### config.mk
export PLATFORM = sky130hd
export DESIGN_NAME = game_sequencer_flat
export DESIGN_NICKNAME = d
export VERILOG_FILES = /design/src/rtl/game_pkg.sv /design/src/rtl/game_if.sv /design/src/rtl/game_sequencer_rate_tick.sv /design/src/rtl/game_sequencer.sv /design/src/flat_wrapper.sv
export SDC_FILE = /design/constraint.sdc
export NUM_CORES = 1
export LEC_CHECK = 0
export ABC_AREA = 1
export CAP_MARGIN = 10
export CORE_ASPECT_RATIO = 0.8
export CORE_MARGIN = 4
export CORE_UTILIZATION = 55
export CTS_BUF_LIST = sky130_fd_sc_hd__clkbuf_8
export DETAILED_ROUTE_END_ITERATION = 8
export HOLD_SLACK_MARGIN = 0.1
export PLACE_DENSITY = 0.71
export SLEW_MARGIN = 20
export SYNTH_ARGS = -nofsm -noshare
export SYNTH_HDL_FRONTEND = slang
export SYNTH_HIERARCHICAL = 1
export SYNTH_SLANG_ARGS = --single-unit
### constraint.sdc
create_clock -name clk -period 3.3 [get_ports clk]
set_input_delay 0.66 -clock clk [delete_from_list [all_inputs] [get_ports clk]]
set_output_delay 0.66 -clock clk [all_outputs]
set_load 0.1 [all_outputs]
### src/rtl/game_pkg.sv
// Shared encodings, default rates and limits for the falling-man game controller.
package game_pkg;

    typedef enum logic [2:0] {
        ST_IDLE  = 3'd0,
        ST_CLEAR = 3'd1,
        ST_PLAY  = 3'd2,
        ST_DYING = 3'd3,
        ST_OVER  = 3'd4
    } state_t;

    localparam int unsigned DEF_FALL_DIV        = 3000000;
    localparam int unsigned DEF_MOVE_DIV        = 1000000;
    localparam int unsigned DEF_SCROLL_DIV_INIT = 5000000;
    localparam int unsigned DEF_SCROLL_STEP     = 500000;
    localparam int unsigned DEF_SCROLL_DIV_MIN  = 2000000;
    localparam int unsigned DEF_SEC_DIV         = 50000000;
    localparam int unsigned DEF_LEVEL_SECS      = 10;
    localparam int unsigned DEF_DYING_CYCLES    = 100000000;
    localparam int unsigned DEF_BLINK_DIV       = 12500000;

    localparam logic [9:0] SCORE_MAX = 10'd999;
    localparam logic [2:0] LEVEL_MAX = 3'd7;

    // Scroll period shrinks with level but never drops below the floor; no underflow.
    function automatic logic [31:0] scroll_period(input logic [2:0]  lvl,
                                                  input logic [31:0] init,
                                                  input logic [31:0] step,
                                                  input logic [31:0] floor_p);
        logic [31:0] dec;
        dec = {29'd0, lvl} * step;
        if (dec >= init || (init - dec) < floor_p)
            return floor_p;
        return init - dec;
    endfunction

endpackage

### src/rtl/game_if.sv
// Game-flow bus between the sequencer (master) and the position datapath (slave).
interface game_if;
    logic       start_n;
    logic       fail;
    logic [2:0] state;
    logic       game_active;
    logic       clear;
    logic       tick_fall;
    logic       tick_move;
    logic       tick_scroll;
    logic [9:0] score;
    logic [2:0] level;
    logic       blink;

    modport master (
        input  start_n, fail,
        output state, game_active, clear, tick_fall, tick_move, tick_scroll,
               score, level, blink
    );

    modport slave (
        output start_n, fail,
        input  state, game_active, clear, tick_fall, tick_move, tick_scroll,
               score, level, blink
    );
endinterface

### src/rtl/game_sequencer_rate_tick.sv
// Free-running 0..period-1 counter; wrap_o pulses for the cycle the counter sits at period-1.
module rate_tick (
    input  logic        clk,
    input  logic        resetn,
    input  logic        run_i,
    input  logic        clr_i,
    input  logic [31:0] period_i,
    output logic        wrap_o
);
    logic [31:0] cnt_q;
    logic        term;

    assign term   = (cnt_q == period_i - 32'd1);
    assign wrap_o = run_i & term;

    always_ff @(posedge clk or negedge resetn) begin
        if (!resetn)
            cnt_q <= 32'd0;
        else if (clr_i)
            cnt_q <= 32'd0;
        else if (run_i)
            cnt_q <= term ? 32'd0 : cnt_q + 32'd1;
    end
endmodule

### src/rtl/game_sequencer.sv
// Game-flow controller: start-key handshake, play/over FSM, score/level and all rate ticks.
import game_pkg::*;

module game_sequencer #(
    parameter int unsigned FALL_DIV        = DEF_FALL_DIV,
    parameter int unsigned MOVE_DIV        = DEF_MOVE_DIV,
    parameter int unsigned SCROLL_DIV_INIT = DEF_SCROLL_DIV_INIT,
    parameter int unsigned SCROLL_STEP     = DEF_SCROLL_STEP,
    parameter int unsigned SCROLL_DIV_MIN  = DEF_SCROLL_DIV_MIN,
    parameter int unsigned SEC_DIV         = DEF_SEC_DIV,
    parameter int unsigned LEVEL_SECS      = DEF_LEVEL_SECS,
    parameter int unsigned DYING_CYCLES    = DEF_DYING_CYCLES,
    parameter int unsigned BLINK_DIV       = DEF_BLINK_DIV
) (
    input  logic   clk,
    input  logic   resetn,
    game_if.master bus
);
    state_t      state_q, state_d;
    logic [1:0]  sync_q;
    logic        prev_q;
    logic        press;
    logic        active_q, clear_q, fall_q, move_q, scroll_q, blink_q;
    logic [9:0]  score_q;
    logic [2:0]  level_q;
    logic [31:0] lvl_cnt_q;
    logic [31:0] per_q;

    logic in_play, in_clear, in_dying, stay_play;
    logic fall_wrap, move_wrap, scroll_wrap, sec_wrap, blink_wrap, hold_wrap;

    assign in_play   = (state_q == ST_PLAY);
    assign in_clear  = (state_q == ST_CLEAR);
    assign in_dying  = (state_q == ST_DYING);
    assign stay_play = (state_d == ST_PLAY);

    // Key idles high, so synchronizer resets to 1 to avoid a phantom press.
    assign press = prev_q & ~sync_q[1];

    rate_tick u_fall   (.clk(clk), .resetn(resetn), .run_i(in_play), .clr_i(in_clear),
                        .period_i(FALL_DIV), .wrap_o(fall_wrap));
    rate_tick u_move   (.clk(clk), .resetn(resetn), .run_i(in_play), .clr_i(in_clear),
                        .period_i(MOVE_DIV), .wrap_o(move_wrap));
    rate_tick u_scroll (.clk(clk), .resetn(resetn), .run_i(in_play), .clr_i(in_clear),
                        .period_i(per_q), .wrap_o(scroll_wrap));
    rate_tick u_sec    (.clk(clk), .resetn(resetn), .run_i(in_play), .clr_i(in_clear),
                        .period_i(SEC_DIV), .wrap_o(sec_wrap));
    rate_tick u_blink  (.clk(clk), .resetn(resetn), .run_i(in_dying), .clr_i(~in_dying),
                        .period_i(BLINK_DIV), .wrap_o(blink_wrap));
    rate_tick u_hold   (.clk(clk), .resetn(resetn), .run_i(in_dying), .clr_i(~in_dying),
                        .period_i(DYING_CYCLES), .wrap_o(hold_wrap));

    always_comb begin
        state_d = state_q;
        case (state_q)
            ST_IDLE:  if (press) state_d = ST_CLEAR;
            ST_CLEAR: state_d = ST_PLAY;
            ST_PLAY:  if (bus.fail) state_d = ST_DYING;
            ST_DYING: if (hold_wrap) state_d = ST_OVER;
            ST_OVER:  if (press) state_d = ST_CLEAR;
            default:  state_d = ST_IDLE;
        endcase
    end

    always_ff @(posedge clk or negedge resetn) begin
        if (!resetn) begin
            sync_q    <= 2'b11;
            prev_q    <= 1'b1;
            state_q   <= ST_IDLE;
            active_q  <= 1'b0;
            clear_q   <= 1'b0;
            fall_q    <= 1'b0;
            move_q    <= 1'b0;
            scroll_q  <= 1'b0;
            blink_q   <= 1'b0;
            score_q   <= 10'd0;
            level_q   <= 3'd0;
            lvl_cnt_q <= 32'd0;
            per_q     <= 32'd0;
        end else begin
            sync_q   <= {sync_q[0], bus.start_n};
            prev_q   <= sync_q[1];
            state_q  <= state_d;
            active_q <= stay_play;
            clear_q  <= (state_d == ST_CLEAR);
            // A terminal count coinciding with fail is swallowed: state_d is no longer PLAY.
            fall_q   <= fall_wrap & stay_play;
            move_q   <= move_wrap & stay_play;
            scroll_q <= scroll_wrap & stay_play;
            blink_q  <= (state_d == ST_DYING) ? (blink_q ^ blink_wrap) : 1'b0;

            if (state_d == ST_CLEAR) begin
                score_q   <= 10'd0;
                level_q   <= 3'd0;
                lvl_cnt_q <= 32'd0;
                per_q     <= SCROLL_DIV_INIT;
            end else begin
                if (scroll_wrap)
                    per_q <= scroll_period(level_q, SCROLL_DIV_INIT, SCROLL_STEP, SCROLL_DIV_MIN);
                if (sec_wrap && stay_play && score_q != SCORE_MAX) begin
                    score_q <= score_q + 10'd1;
                    if (lvl_cnt_q == LEVEL_SECS - 32'd1) begin
                        lvl_cnt_q <= 32'd0;
                        if (level_q != LEVEL_MAX)
                            level_q <= level_q + 3'd1;
                    end else begin
                        lvl_cnt_q <= lvl_cnt_q + 32'd1;
                    end
                end
            end
        end
    end

    assign bus.state       = state_q;
    assign bus.game_active = active_q;
    assign bus.clear       = clear_q;
    assign bus.tick_fall   = fall_q;
    assign bus.tick_move   = move_q;
    assign bus.tick_scroll = scroll_q;
    assign bus.score       = score_q;
    assign bus.level       = level_q;
    assign bus.blink       = blink_q;
endmodule

### src/flat_wrapper.sv
// flat-port wrapper written by rule: the top's interface ports become plain ports
module game_sequencer_flat 
#(
    parameter int unsigned FALL_DIV        = DEF_FALL_DIV,
    parameter int unsigned MOVE_DIV        = DEF_MOVE_DIV,
    parameter int unsigned SCROLL_DIV_INIT = DEF_SCROLL_DIV_INIT,
    parameter int unsigned SCROLL_STEP     = DEF_SCROLL_STEP,
    parameter int unsigned SCROLL_DIV_MIN  = DEF_SCROLL_DIV_MIN,
    parameter int unsigned SEC_DIV         = DEF_SEC_DIV,
    parameter int unsigned LEVEL_SECS      = DEF_LEVEL_SECS,
    parameter int unsigned DYING_CYCLES    = DEF_DYING_CYCLES,
    parameter int unsigned BLINK_DIV       = DEF_BLINK_DIV
)
  (clk, resetn, bus_start_n, bus_fail, bus_state, bus_game_active, bus_clear, bus_tick_fall, bus_tick_move, bus_tick_scroll, bus_score, bus_level, bus_blink);
  game_if bus_i ();
  input  logic clk;
  input  logic resetn;
  input wire logic [$bits(bus_i.start_n)-1:0] bus_start_n;
  input wire logic [$bits(bus_i.fail)-1:0] bus_fail;
  output wire logic [$bits(bus_i.state)-1:0] bus_state;
  output wire logic [$bits(bus_i.game_active)-1:0] bus_game_active;
  output wire logic [$bits(bus_i.clear)-1:0] bus_clear;
  output wire logic [$bits(bus_i.tick_fall)-1:0] bus_tick_fall;
  output wire logic [$bits(bus_i.tick_move)-1:0] bus_tick_move;
  output wire logic [$bits(bus_i.tick_scroll)-1:0] bus_tick_scroll;
  output wire logic [$bits(bus_i.score)-1:0] bus_score;
  output wire logic [$bits(bus_i.level)-1:0] bus_level;
  output wire logic [$bits(bus_i.blink)-1:0] bus_blink;
  assign bus_i.start_n = bus_start_n;
  assign bus_i.fail = bus_fail;
  assign bus_state = bus_i.state;
  assign bus_game_active = bus_i.game_active;
  assign bus_clear = bus_i.clear;
  assign bus_tick_fall = bus_i.tick_fall;
  assign bus_tick_move = bus_i.tick_move;
  assign bus_tick_scroll = bus_i.tick_scroll;
  assign bus_score = bus_i.score;
  assign bus_level = bus_i.level;
  assign bus_blink = bus_i.blink;
  game_sequencer #(.FALL_DIV(FALL_DIV), .MOVE_DIV(MOVE_DIV), .SCROLL_DIV_INIT(SCROLL_DIV_INIT), .SCROLL_STEP(SCROLL_STEP), .SCROLL_DIV_MIN(SCROLL_DIV_MIN), .SEC_DIV(SEC_DIV), .LEVEL_SECS(LEVEL_SECS), .DYING_CYCLES(DYING_CYCLES), .BLINK_DIV(BLINK_DIV)) u_core (.clk(clk), .resetn(resetn), .bus(bus_i));
endmodule
==> out/summary.json, run 1 <==
{
  "status": {
    "status": "finished clean"
  },
  "timing": {
    "unrepaired_setup_endpoints_after_global_routing": "false",
    "layout_worst_path_cycle_share": 0.879,
    "skew_ns": 0.0494,
    "maxSlewHeadroom": 0.467,
    "final_max_slew_viol_count": 0,
    "final-setup-viol-count": 0,
    "final_period_minus_worst_setup_slack_ns": 2.90,
    "final.setup.worst_slack_ns": 0.399,
    "tns_ns": 0,
    "clock.fmax_mhz": 345,
    "fin_hold_ws_ns": 0.359,
    "max_slew.worst_pin.slew_ns": 0.797,
    "final-hold-violation-count": 0
  },
  "grt": {
    "grt.total_usage": 0.275,
    "global_route.overflow_total": 0,
    "maximum_number_of_pins_on_one_net_before_global_route_repair": 64,
    "grt_antenna_before_repair": 1,
    "grt_first_pass_wirelength_um": 130000,
    "grt_pass1_vias": 26300
  },
  "cts": {
    "clk_transition_reported_paths_ns": 0.06,
    "clock_insertion_delay_worst_skew_ns": 0.65,
    "cts_sinks": 264,
    "tritoncts.num_buffers": 47,
    "cts_h_tree_depth": 2,
    "cts-root-to-sink-buffers": 3,
    "cts-root-buf": "sky130_fd_sc_hd__clkbuf_8",
    "cts_tree": "yes"
  },
  "synthesis": {
    "postSynthCellCount": 4710,
    "synth-adder-area-share": 0.0151,
    "synth_xor_xnor_area_share": 0.101,
    "synth_simple_gate_area_frac": 0.519,
    "synthTopCellsByCount": "sky130_fd_sc_hd__nand2_1 (1507), sky130_fd_sc_hd__nor2_1 (676), sky130_fd_sc_hd__inv_1 (523), sky130_fd_sc_hd__nand3_1 (358), sky130_fd_sc_hd__dfrtp_1 (261)",
    "synth_area_mm2": 0.0287,
    "synth_flop_cell": "sky130_fd_sc_hd__dfrtp_1",
    "syn_avg_cell_area_um2": 6.10,
    "async_reset_ff_frac": 1.00,
    "synthDominantAreaCellType": "sky130_fd_sc_hd__dfrtp_1",
    "synthMostInstantiatedCell": "sky130_fd_sc_hd__nand2_1",
    "synth_mux_area_frac": 0,
    "post_synth_num_cell_types": 52,
    "synth_compound_gate_area_share": 0.0407,
    "synth_enable_flop_cells": 0,
    "post_synth_main_area_contributors": "sky130_fd_sc_hd__dfrtp_1 (23%), sky130_fd_sc_hd__nand2_1 (20%), sky130_fd_sc_hd__nor2_1 (8.8%)",
    "synth_largest_type_area_fraction": 0.227,
    "synth.ff_latch_count": 264,
    "number_of_synthesis_warnings": 6,
    "sequential_to_total_area_share_from_yosys_stat": 0.230,
    "synth_top_family_by_area": "simple AND/OR/NAND/NOR gates"
  },
  "flow_run": {
    "cap_viol_max_count": 0
  },
  "power_and_ir_drop": {
    "power.density_cell_area_mw_per_mm2": 492,
    "worst_ir_drop_vdd_mv": 0.358,
    "leakage_nw": 16.9
  },
  "critical_path": {
    "slowest_stage": "sky130_fd_sc_hd__dfrtp_1",
    "timing.critical_path.slowest_cell_delay_ns": 0.48,
    "worst_setup_path_start_kind": "flip-flop",
    "criticalPathCategory": "flip-flop to flip-flop",
    "worstRegToRegCells": 15,
    "cp_data_arrival_time_ns": 3.41,
    "reg2reg_slack_ns": 0.40,
    "critical_path.reg2reg.endpoint": "u_core/lvl_cnt_q[2]",
    "timing.critical_path.mode_cell": "sky130_fd_sc_hd__nor2_1",
    "timing.critical_path.fanout_max": 35,
    "crit_required_ns": 3.81,
    "cp-end-kind": "flip-flop",
    "crit_chain": "xor2_1, nor2_1, nor2_1, nand2_1, nor2_1, nand3_1, nor2_1, nand3b_1, nor3_1, a21boi_1, nand2_4, nand2_8, o21ai_0, nand2_1, nor2_1",
    "worstReg2RegStart": "u_core/u_sec/cnt_q[4]"
  },
  "placed_design": {
    "pre_cts_ws_ns": 0.331,
    "gp_congestion": 0.984,
    "buffer_ports.inserted": 25,
    "dp_hpwl_um": 61600,
    "dpl-instance-area_mm2": 0.0315
  },
  "layout": {
    "finish.utilization": 0.631,
    "final_cell_area_mm2": 0.0324,
    "fillCellCount": 5073,
    "layout.area.seq_mm2": 0.00661,
    "syn2layout_area_growth_pct": 12.7,
    "final_layout_size_suffix_gt1_frac": 0.0928,
    "num_antenna_cells": 0,
    "fin_nets": 5243,
    "footprint_of_the_multi_input_gates_mm2": 0.0214
  },
  "min_path": {
    "min_to": "u_core/sync_q[1]",
    "worstHoldPathType": "flip-flop to flip-flop",
    "hold_path.startpoint": "u_core/sync_q[0]",
    "worstHoldPathCells": 0
  },
  "detailed_routing": {
    "routed_via_density": 4.95,
    "firstDrtPassIters": 6,
    "wl_per_cell_um": 13.1,
    "via_count": 29300,
    "drt_iter0_markers": 2569,
    "drtAntennaViolNets": 0,
    "drt-total-wl_um": 77600,
    "post-route-drc-count": 0
  },
  "floorplanning": {
    "fp.dieArea_mm2": 0.0560,
    "floorplan.core_area_mm2": 0.0514,
    "start_util": 0.559,
    "rows": 74,
    "boundaryPins": 26,
    "die-width_um": 264,
    "die_height_um": 212
  }
}
-- area by class of cell --
cell class / instances / area share
clock buffers: 60 / 0.0255
clock inverters: 22 / 0.00332
inverters: 539 / 0.0625
multi-input cells: 4286 / 0.661
flip-flops and latches: 264 / 0.204
well taps: 684 / 0.0264
repair buffers: 68 / 0.0178
-- layer usage --
layer / part of all wire / vias to the layer above / track usage
li1: - / 15300 / -
met3: 0.064 / 99 / 0.0348
met4: 0.019 / 2 / 0.0648
met2: 0.44 / 860 / 0.441
met1: 0.48 / 13000 / 0.398
met5: 0.00015 / - / 0
-- layout by cell type, fill, tap and decap left out, types with 4 or more instances in the layout --
cell type and instances:
sky130_fd_sc_hd__nand2_1 1507, sky130_fd_sc_hd__nor2_1 663, sky130_fd_sc_hd__inv_1 537, sky130_fd_sc_hd__conb_1 514
sky130_fd_sc_hd__nand3_1 358, sky130_fd_sc_hd__dfrtp_1 259, sky130_fd_sc_hd__xor2_1 196, sky130_fd_sc_hd__nand4_1 141
sky130_fd_sc_hd__xnor2_1 132, sky130_fd_sc_hd__nor3_1 121, sky130_fd_sc_hd__nor2_2 100, sky130_fd_sc_hd__nand3_2 89
sky130_fd_sc_hd__o21ai_0 80, sky130_fd_sc_hd__nand3b_1 64, sky130_fd_sc_hd__a21oi_1 61, sky130_fd_sc_hd__clkbuf_8 60
sky130_fd_sc_hd__buf_4 60, sky130_fd_sc_hd__nor2_4 49, sky130_fd_sc_hd__nand2_2 38, sky130_fd_sc_hd__ha_1 30
sky130_fd_sc_hd__o21ai_1 29, sky130_fd_sc_hd__o21bai_1 21, sky130_fd_sc_hd__nand2_4 18, sky130_fd_sc_hd__inv_2 15
sky130_fd_sc_hd__or2_2 8, sky130_fd_sc_hd__nor3_4 7, sky130_fd_sc_hd__nor2_8 6, sky130_fd_sc_hd__nor3b_1 6
sky130_fd_sc_hd__nand3_4 6, sky130_fd_sc_hd__nor4_1 6, sky130_fd_sc_hd__a22oi_1 6, sky130_fd_sc_hd__clkinv_2 5
sky130_fd_sc_hd__and2_1 5, sky130_fd_sc_hd__a21oi_2 5, sky130_fd_sc_hd__buf_12 4
-- cells by family (layout without fill, tap and decap cells) --
family / count (synthesis) / count (layout)
other: 2 / 514
AO/OA/AOI/OAI: 212 / 212
buffers and inverters: 672 / 689
AND/OR/NAND/NOR: 3197 / 3197
XOR/XNOR: 330 / 330
adder cells (fa/ha/maj): 33 / 33
flip-flops: 264 / 264
-- worst max-delay path by stage --
stage	endpoint	slack [ns]	start	cells after the start
3_5_place_dp	u_core/lvl_cnt_q[5]	0.33	u_core/u_sec/cnt_q[4]	15
2_1_floorplan	u_core/per_q[10]	0.22	u_core/bus.level[1]	14
5_1_grt	u_core/lvl_cnt_q[2]	0.04	u_core/u_hold/cnt_q[12]	18
3_3_place_gp	u_core/lvl_cnt_q[5]	0.38	u_core/u_hold/cnt_q[4]	19
6_report	u_core/lvl_cnt_q[2]	0.40	u_core/u_sec/cnt_q[4]	15
4_1_cts	u_core/lvl_cnt_q[2]	0.31	u_core/u_sec/cnt_q[4]	15
-- metrics by stage --
stage	std cells	total power [mW]
2_1_floorplan	5222	10.9
3_3_place_gp	5840	12.6
3_5_place_dp	5840	12.7
4_1_cts	5923	15.9
5_1_grt	5923	17.3
6_report	5923	15.9
-- flip-flops by register name, indices dropped and copies added, names as in the netlist --
| signal | cells |
|---|---|
| u_core/bus.tick_fall | 1 |
| u_core/prev_q | 1 |
| u_core/bus.clear | 1 |
| u_core/bus.score | 10 |
| u_core/bus.game_active | 1 |
| u_core/bus.level | 3 |
| u_core/u_hold/cnt_q | 32 |
| u_core/sync_q | 2 |
| u_core/bus.tick_move | 1 |
| u_core/bus.state | 3 |
| u_core/u_scroll/cnt_q | 32 |
| u_core/lvl_cnt_q | 32 |
| u_core/bus.tick_scroll | 1 |
| u_core/u_move/cnt_q | 32 |
| u_core/u_blink/cnt_q | 32 |
| u_core/bus.blink | 1 |
| u_core/u_fall/cnt_q | 32 |
| u_core/per_q | 15 |
| u_core/u_sec/cnt_q | 32 |
-- repair_timing --
| action | in CTS | in global routing |
|---|---|---|
| endpoints found under the setup margin | 0 | 5 |
| hold buffers | 1 | 0 |
| gates resized for setup | 0 | 4 |
| endpoints found under the hold margin | 57 | 0 |
| setup buffers | 0 | 0 |
-- power breakdown --
group	internal, mW	leakage (nW)	switching [mW]
Combinational	2.61	12.8	4.67
Clock	1.63	0.538	1.45
Sequential	4.04	3.55	1.53
-- worst max-delay path: cells and delay by family, from the launching register on --
family / cells / cell delay (ns)
xor+xnor: 1 / 0.28
compound gates: 2 / 0.51
simple gates: 12 / 1.51
flops: 1 / 0.48
Note: power is estimated with default switching activity, not from simulation.
==> run 2: changes to the inputs <==
--- a/config.mk
+++ b/config.mk
@@ -7,15 +7,18 @@
 export LEC_CHECK = 0
 export ABC_AREA = 1
 export CAP_MARGIN = 10
+export CELL_PAD_IN_SITES_DETAIL_PLACEMENT = 1
+export CELL_PAD_IN_SITES_GLOBAL_PLACEMENT = 1
 export CORE_ASPECT_RATIO = 0.8
 export CORE_MARGIN = 4
-export CORE_UTILIZATION = 55
-export CTS_BUF_LIST = sky130_fd_sc_hd__clkbuf_8
+export CORE_UTILIZATION = 47
+export CTS_BUF_LIST = sky130_fd_sc_hd__clkbuf_16
 export DETAILED_ROUTE_END_ITERATION = 8
 export HOLD_SLACK_MARGIN = 0.1
-export PLACE_DENSITY = 0.71
+export PLACE_DENSITY_LB_ADDON = 0.1
 export SLEW_MARGIN = 20
 export SYNTH_ARGS = -nofsm -noshare
 export SYNTH_HDL_FRONTEND = slang
 export SYNTH_HIERARCHICAL = 1
 export SYNTH_SLANG_ARGS = --single-unit
+export TNS_END_PERCENT = 100
==> out/summary.json, run 2 (synthesis results as in run 1) <==
{
  "timing": {
    "unrepaired_setup_endpoints_after_global_routing": "false",
    "maxSlewHeadroom": 0.468,
    "tns_ns": 0,
    "final-hold-violation-count": 0,
    "final_period_minus_worst_setup_slack_ns": 3.08,
    "final-setup-viol-count": 0,
    "final_max_slew_viol_count": 0,
    "clock.fmax_mhz": 325,
    "skew_ns": 0.0216,
    "layout_worst_path_cycle_share": 0.933,
    "max_slew.worst_pin.slew_ns": 0.798
  },
  "grt": {
    "grt_antenna_before_repair": 0,
    "maximum_number_of_pins_on_one_net_before_global_route_repair": 89,
    "grt.total_usage": 0.290,
    "grt_first_pass_wirelength_um": 159000,
    "grt_pass1_vias": 31000,
    "global_route.overflow_total": 0
  },
  "layout": {
    "fin_nets": 5233,
    "most_frequent_standard_cell_in_the_layout_excluding_fill_and_tap_cells": "sky130_fd_sc_hd__nand2_1",
    "layout.cells.most_common_list": "sky130_fd_sc_hd__nand2_1 (1507), sky130_fd_sc_hd__nor2_1 (664), sky130_fd_sc_hd__inv_1 (530)",
    "num_antenna_cells": 0,
    "syn2layout_area_growth_pct": 13.9,
    "final_layout_size_suffix_gt1_frac": 0.0906,
    "final_cell_area_mm2": 0.0327
  },
  "cts": {
    "cts_h_tree_depth": 2,
    "tritoncts.num_buffers": 35,
    "cts-root-buf": "sky130_fd_sc_hd__clkbuf_16",
    "clk_transition_reported_paths_ns": 0.07,
    "clock_insertion_delay_worst_skew_ns": 0.55,
    "cts_tree": "yes",
    "cts_sinks": 264,
    "cts-root-to-sink-buffers": 3,
    "postCtsSetupBuffers": 0
  },
  "placed_design": {
    "buffer_ports.inserted": 25,
    "dp_hpwl_um": 76300,
    "dpl-instance-area_mm2": 0.0316,
    "gp_congestion": 0.925
  },
  "critical_path": {
    "cp-end-kind": "flip-flop",
    "critical_path.reg2reg.endpoint": "u_core/per_q[10]",
    "crit_chain": "inv_1, ha_1, inv_1, ha_1, inv_1, fa_1, nand3_1, nand2_1, nand2_1, nor2_1, nand3_1, nand2_1, nand2_1, nand2_1, nand2_1",
    "crit_required_ns": 3.72,
    "timing.critical_path.buf_inv": 3,
    "reg2reg_slack_ns": 0.22,
    "slowest_stage": "sky130_fd_sc_hd__dfrtp_2",
    "timing.critical_path.fanout_max": 14,
    "worst_setup_path_start_kind": "flip-flop",
    "worstRegToRegCells": 15,
    "worstReg2RegStart": "u_core/bus.level[0]",
    "timing.critical_path.mode_cell": "sky130_fd_sc_hd__nand2_1",
    "cp_data_arrival_time_ns": 3.50,
    "worst_path_dominant_cell_family": "adder cells",
    "startpoint": "u_core/bus.level[0]",
    "timing.critical_path.slowest_cell_delay_ns": 0.57,
    "criticalPathCategory": "flip-flop to flip-flop"
  },
  "min_path": {
    "worstHoldPathType": "input pin to asynchronous set/reset pin"
  },
  "detailed_routing": {
    "drtAntennaViolNets": 0,
    "wl_per_cell_um": 16.0,
    "via_count": 30900,
    "routed_via_density": 5.16,
    "drt-total-wl_um": 95800,
    "drt_iter0_markers": 2034,
    "post-route-drc-count": 0,
    "firstDrtPassIters": 5
  },
  "flow_run": {
    "cap_viol_max_count": 0
  },
  "power_and_ir_drop": {
    "leakage_nw": 17.0,
    "total_power_mw": 17.2,
    "worst_ir_drop_vdd_mv": 0.547,
    "power.density_cell_area_mw_per_mm2": 524
  },
  "floorplanning": {
    "start_util": 0.479,
    "floorplan.core_area_mm2": 0.0601,
    "boundaryPins": 26,
    "fp.dieArea_mm2": 0.0652,
    "die-width_um": 285,
    "die_height_um": 229,
    "rows": 80
  },
  "status": {
    "status": "finished clean"
  }
}
run 2: cell types whose count changed in the layout (fill, tap and decap cells not counted), moves of 2 or more:
cell and change:
sky130_fd_sc_hd__clkinv_1 +4, sky130_fd_sc_hd__nor3_2 +2, sky130_fd_sc_hd__clkbuf_8 -60, sky130_fd_sc_hd__bufinv_16 +3, sky130_fd_sc_hd__clkinvlp_4 +2, sky130_fd_sc_hd__inv_8 -2
sky130_fd_sc_hd__clkinv_4 +2, sky130_fd_sc_hd__clkbuf_16 +37, sky130_fd_sc_hd__clkinv_2 +2, sky130_fd_sc_hd__buf_4 +4, sky130_fd_sc_hd__inv_1 -7
run 2: cell type report:
| class | instances | area, um^2 |
|---|---|---|
| clock buffer | 37 | 926 |
| clock inverter | 26 | 206 |
| fill | 8717 | 27300 |
| inverter | 539 | 2030 |
| multi-input combinational | 4286 | 21400 |
| sequential | 264 | 6610 |
| tap | 779 | 975 |
| timing repair buffer | 70 | 576 |
run 2: worst max-delay path by stage:
stage | endpoint | cells after the start
after floorplan | u_core/per_q[10] | 14
after global placement | u_core/per_q[17] | 18
after detailed placement | u_core/per_q[16] | 16
after CTS | u_core/per_q[16] | 16
after global routing | u_core/lvl_cnt_q[6] | 18
final | u_core/per_q[10] | 15
run 2: timing repair:
| action | in CTS | in global routing |
|---|---|---|
| gates resized for setup | 0 | 4 |
| setup endpoints to repair | 0 | 25 |
| hold buffers | 0 | 0 |
run 2: stage by stage:
stage	utilization	hold WS (ns)	instances	setup slack, ns
5_1_grt	0.545	0.159	6001	0.00417
3_3_place_gp	0.526	0.346	5938	0.353
3_5_place_dp	0.526	0.355	5938	0.231
2_1_floorplan	-	0.345	5222	0.222
4_1_cts	0.545	0.143	6001	0.208
6_report	0.545	0.119	6001	0.220
run 2: routing by layer:
layer,vias to the layer above,track usage,part of all wire
li1,15300,-,-
met1,14900,0.414,0.48
met2,613,0.476,0.46
met3,117,0.0323,0.048
met4,0,0.0602,0.018
met5,-,0,0
run 2: report_power, final:
part	internal, mW	leakage [nW]	switching, mW
clock network	2.27	0.578	1.62
logic	2.58	12.8	4.99
registers	4.03	3.55	1.68
total	8.88	17.0	8.29
==> run 3: changes to the inputs <==
--- a/config.mk
+++ b/config.mk
@@ -7,7 +7,7 @@
 export LEC_CHECK = 0
 export ABC_AREA = 1
 export CAP_MARGIN = 10
-export CELL_PAD_IN_SITES_DETAIL_PLACEMENT = 1
+export CELL_PAD_IN_SITES_DETAIL_PLACEMENT = 0
 export CELL_PAD_IN_SITES_GLOBAL_PLACEMENT = 1
 export CORE_ASPECT_RATIO = 0.8
 export CORE_MARGIN = 4
==> out/summary.json, run 3 (synthesis results as in run 1) <==
{
  "floorplanning": {
    "fp.dieArea_mm2": 0.0652,
    "rows": 80,
    "die_height_um": 229,
    "boundaryPins": 26,
    "start_util": 0.479,
    "die-width_um": 285,
    "floorplan.core_area_mm2": 0.0601
  },
  "timing": {
    "final_period_minus_worst_setup_slack_ns": 2.99,
    "final-setup-viol-count": 0,
    "clock.fmax_mhz": 335,
    "maxSlewHeadroom": 0.483,
    "tns_ns": 0,
    "max_slew.worst_pin.slew_ns": 0.776,
    "final_max_slew_viol_count": 0,
    "final-hold-violation-count": 0,
    "layout_worst_path_cycle_share": 0.905,
    "skew_ns": 0.0314,
    "unrepaired_setup_endpoints_after_global_routing": "false"
  },
  "detailed_routing": {
    "drt_iter0_markers": 2411,
    "drt-total-wl_um": 81800,
    "drtAntennaViolNets": 0,
    "routed_via_density": 4.82,
    "wl_per_cell_um": 13.6,
    "via_count": 28900,
    "firstDrtPassIters": 6,
    "post-route-drc-count": 0
  },
  "critical_path": {
    "worstReg2RegStart": "u_core/u_sec/cnt_q[4]",
    "startpoint": "u_core/u_sec/cnt_q[4]",
    "cp_data_arrival_time_ns": 3.42,
    "crit_required_ns": 3.74,
    "reg2reg_slack_ns": 0.31,
    "worst_setup_path_start_kind": "flip-flop",
    "timing.critical_path.fanout_max": 30,
    "cp-end-kind": "flip-flop",
    "criticalPathCategory": "flip-flop to flip-flop"
  },
  "grt": {
    "global_route.overflow_total": 0,
    "grt.total_usage": 0.247,
    "grt_antenna_before_repair": 0,
    "maximum_number_of_pins_on_one_net_before_global_route_repair": 89,
    "grt_pass1_vias": 25700,
    "grt_first_pass_wirelength_um": 135000
  },
  "power_and_ir_drop": {
    "sequentialPowerShare": 0.340,
    "power_switching_mw": 7.82,
    "worst_ir_drop_vdd_mv": 0.584,
    "p_int_mw": 8.76,
    "pwr-share-clk": 0.224,
    "power.switching_fraction": 0.472,
    "combPwrFrac": 0.436,
    "power.density_cell_area_mw_per_mm2": 507,
    "leakage_nw": 16.9
  },
  "cts": {
    "cts-root-to-sink-buffers": 3,
    "cts_hold_bufs": 0,
    "tritoncts.num_buffers": 35,
    "clk_transition_reported_paths_ns": 0.06,
    "clock_insertion_delay_worst_skew_ns": 0.56,
    "cts_sinks": 264,
    "cts_h_tree_depth": 2,
    "cts-root-buf": "sky130_fd_sc_hd__clkbuf_16",
    "cts_tree": "yes"
  },
  "layout": {
    "num_antenna_cells": 0,
    "syn2layout_area_growth_pct": 13.7,
    "fin_nets": 5233,
    "fillCellCount": 6315,
    "finish.utilization": 0.544,
    "layout.cells.most_common_list": "sky130_fd_sc_hd__nand2_1 (1507), sky130_fd_sc_hd__nor2_1 (664), sky130_fd_sc_hd__inv_1 (529)",
    "most_frequent_standard_cell_in_the_layout_excluding_fill_and_tap_cells": "sky130_fd_sc_hd__nand2_1",
    "final_layout_size_suffix_gt1_frac": 0.0902
  },
  "flow_run": {
    "cap_viol_max_count": 0
  },
  "min_path": {
    "worstHoldPathType": "input pin to asynchronous set/reset pin"
  },
  "placed_design": {
    "dp_hpwl_um": 65200,
    "gp_congestion": 0.925,
    "buffer_ports.inserted": 25
  },
  "status": {
    "status": "finished clean"
  }
}
[run 3: final timing paths]
check,endpoint,cells after the start
max in group asynchronous,u_core/sync_q[0],2
min reg2reg,u_core/sync_q[1],0
min,u_core/u_move/cnt_q[0],1
max reg2reg,u_core/lvl_cnt_q[4],14
max,u_core/lvl_cnt_q[4],14
min in group clk,u_core/sync_q[1],0
[run 3: layout make-up]
type | instances | area (um^2) | area share
Inverter | 539 | 2030 | 0.0620
Clock buffer | 36 | 901 | 0.0276
Tap cell | 779 | 975 | 0.0298
Timing Repair Buffer | 70 | 576 | 0.0176
Sequential cell | 264 | 6610 | 0.202
Clock inverter | 27 | 205 | 0.00628
Multi-Input combinational cell | 4286 | 21400 | 0.655
[run 3: worst max-delay path: stages (launching register included)]
cell,delay (ns)
sky130_fd_sc_hd__dfrtp_1,0.47
sky130_fd_sc_hd__xor2_1,0.27
sky130_fd_sc_hd__nor2_1,0.06
sky130_fd_sc_hd__nor2_1,0.09
sky130_fd_sc_hd__nand2_1,0.06
sky130_fd_sc_hd__nor2_1,0.17
sky130_fd_sc_hd__nand3_1,0.09
sky130_fd_sc_hd__nor2_1,0.09
sky130_fd_sc_hd__nand3b_1,0.14
sky130_fd_sc_hd__nor3_1,0.35
sky130_fd_sc_hd__a21boi_0,0.40
sky130_fd_sc_hd__nand2_4,0.13
sky130_fd_sc_hd__nand2_8,0.20
sky130_fd_sc_hd__buf_4,0.24
sky130_fd_sc_hd__o21ai_0,0.10
[run 3: power by group through the flow]
stage               registers, mW  clock network (mW)  logic, mW
global placement             5.67                   0       7.06
CTS                          5.62                3.84       7.15
finish                       5.64                3.72       7.23
global route                 5.79                3.97       8.23
floorplan                    4.79                   0       6.08
detailed placement           5.67                   0       7.11
[run 3: what timing repair did]
action	CTS	global route
setup endpoints to repair	0	10
gates resized for setup	0	1
buffers inserted	0	0
[run 3: layer usage]
layer | vias to the layer above | wire length [um] | track usage
met4 | 0 | 1290 | 0.0454
met2 | 712 | 34200 | 0.368
li1 | 15300 | - | -
met1 | 12900 | 41500 | 0.385
met3 | 76 | 4830 | 0.0276
met5 | - | 0 | 0
[run 3: per-stage QoR]
step / cell area (um^2) / power (mW) / hold slack (ns) / setup slack (ns) / cells
after CTS: 32700 / 16.6 / 0.171 / 0.274 / 6001
after detailed placement: 31600 / 12.8 / 0.351 / 0.291 / 5938
final: 32700 / 16.6 / 0.161 / 0.315 / 6001
after global placement: 31600 / 12.7 / 0.346 / 0.353 / 5938
after global routing: 32700 / 18.0 / 0.205 / 0.00121 / 6001
after floorplan: 30700 / 10.9 / 0.345 / 0.222 / 5222
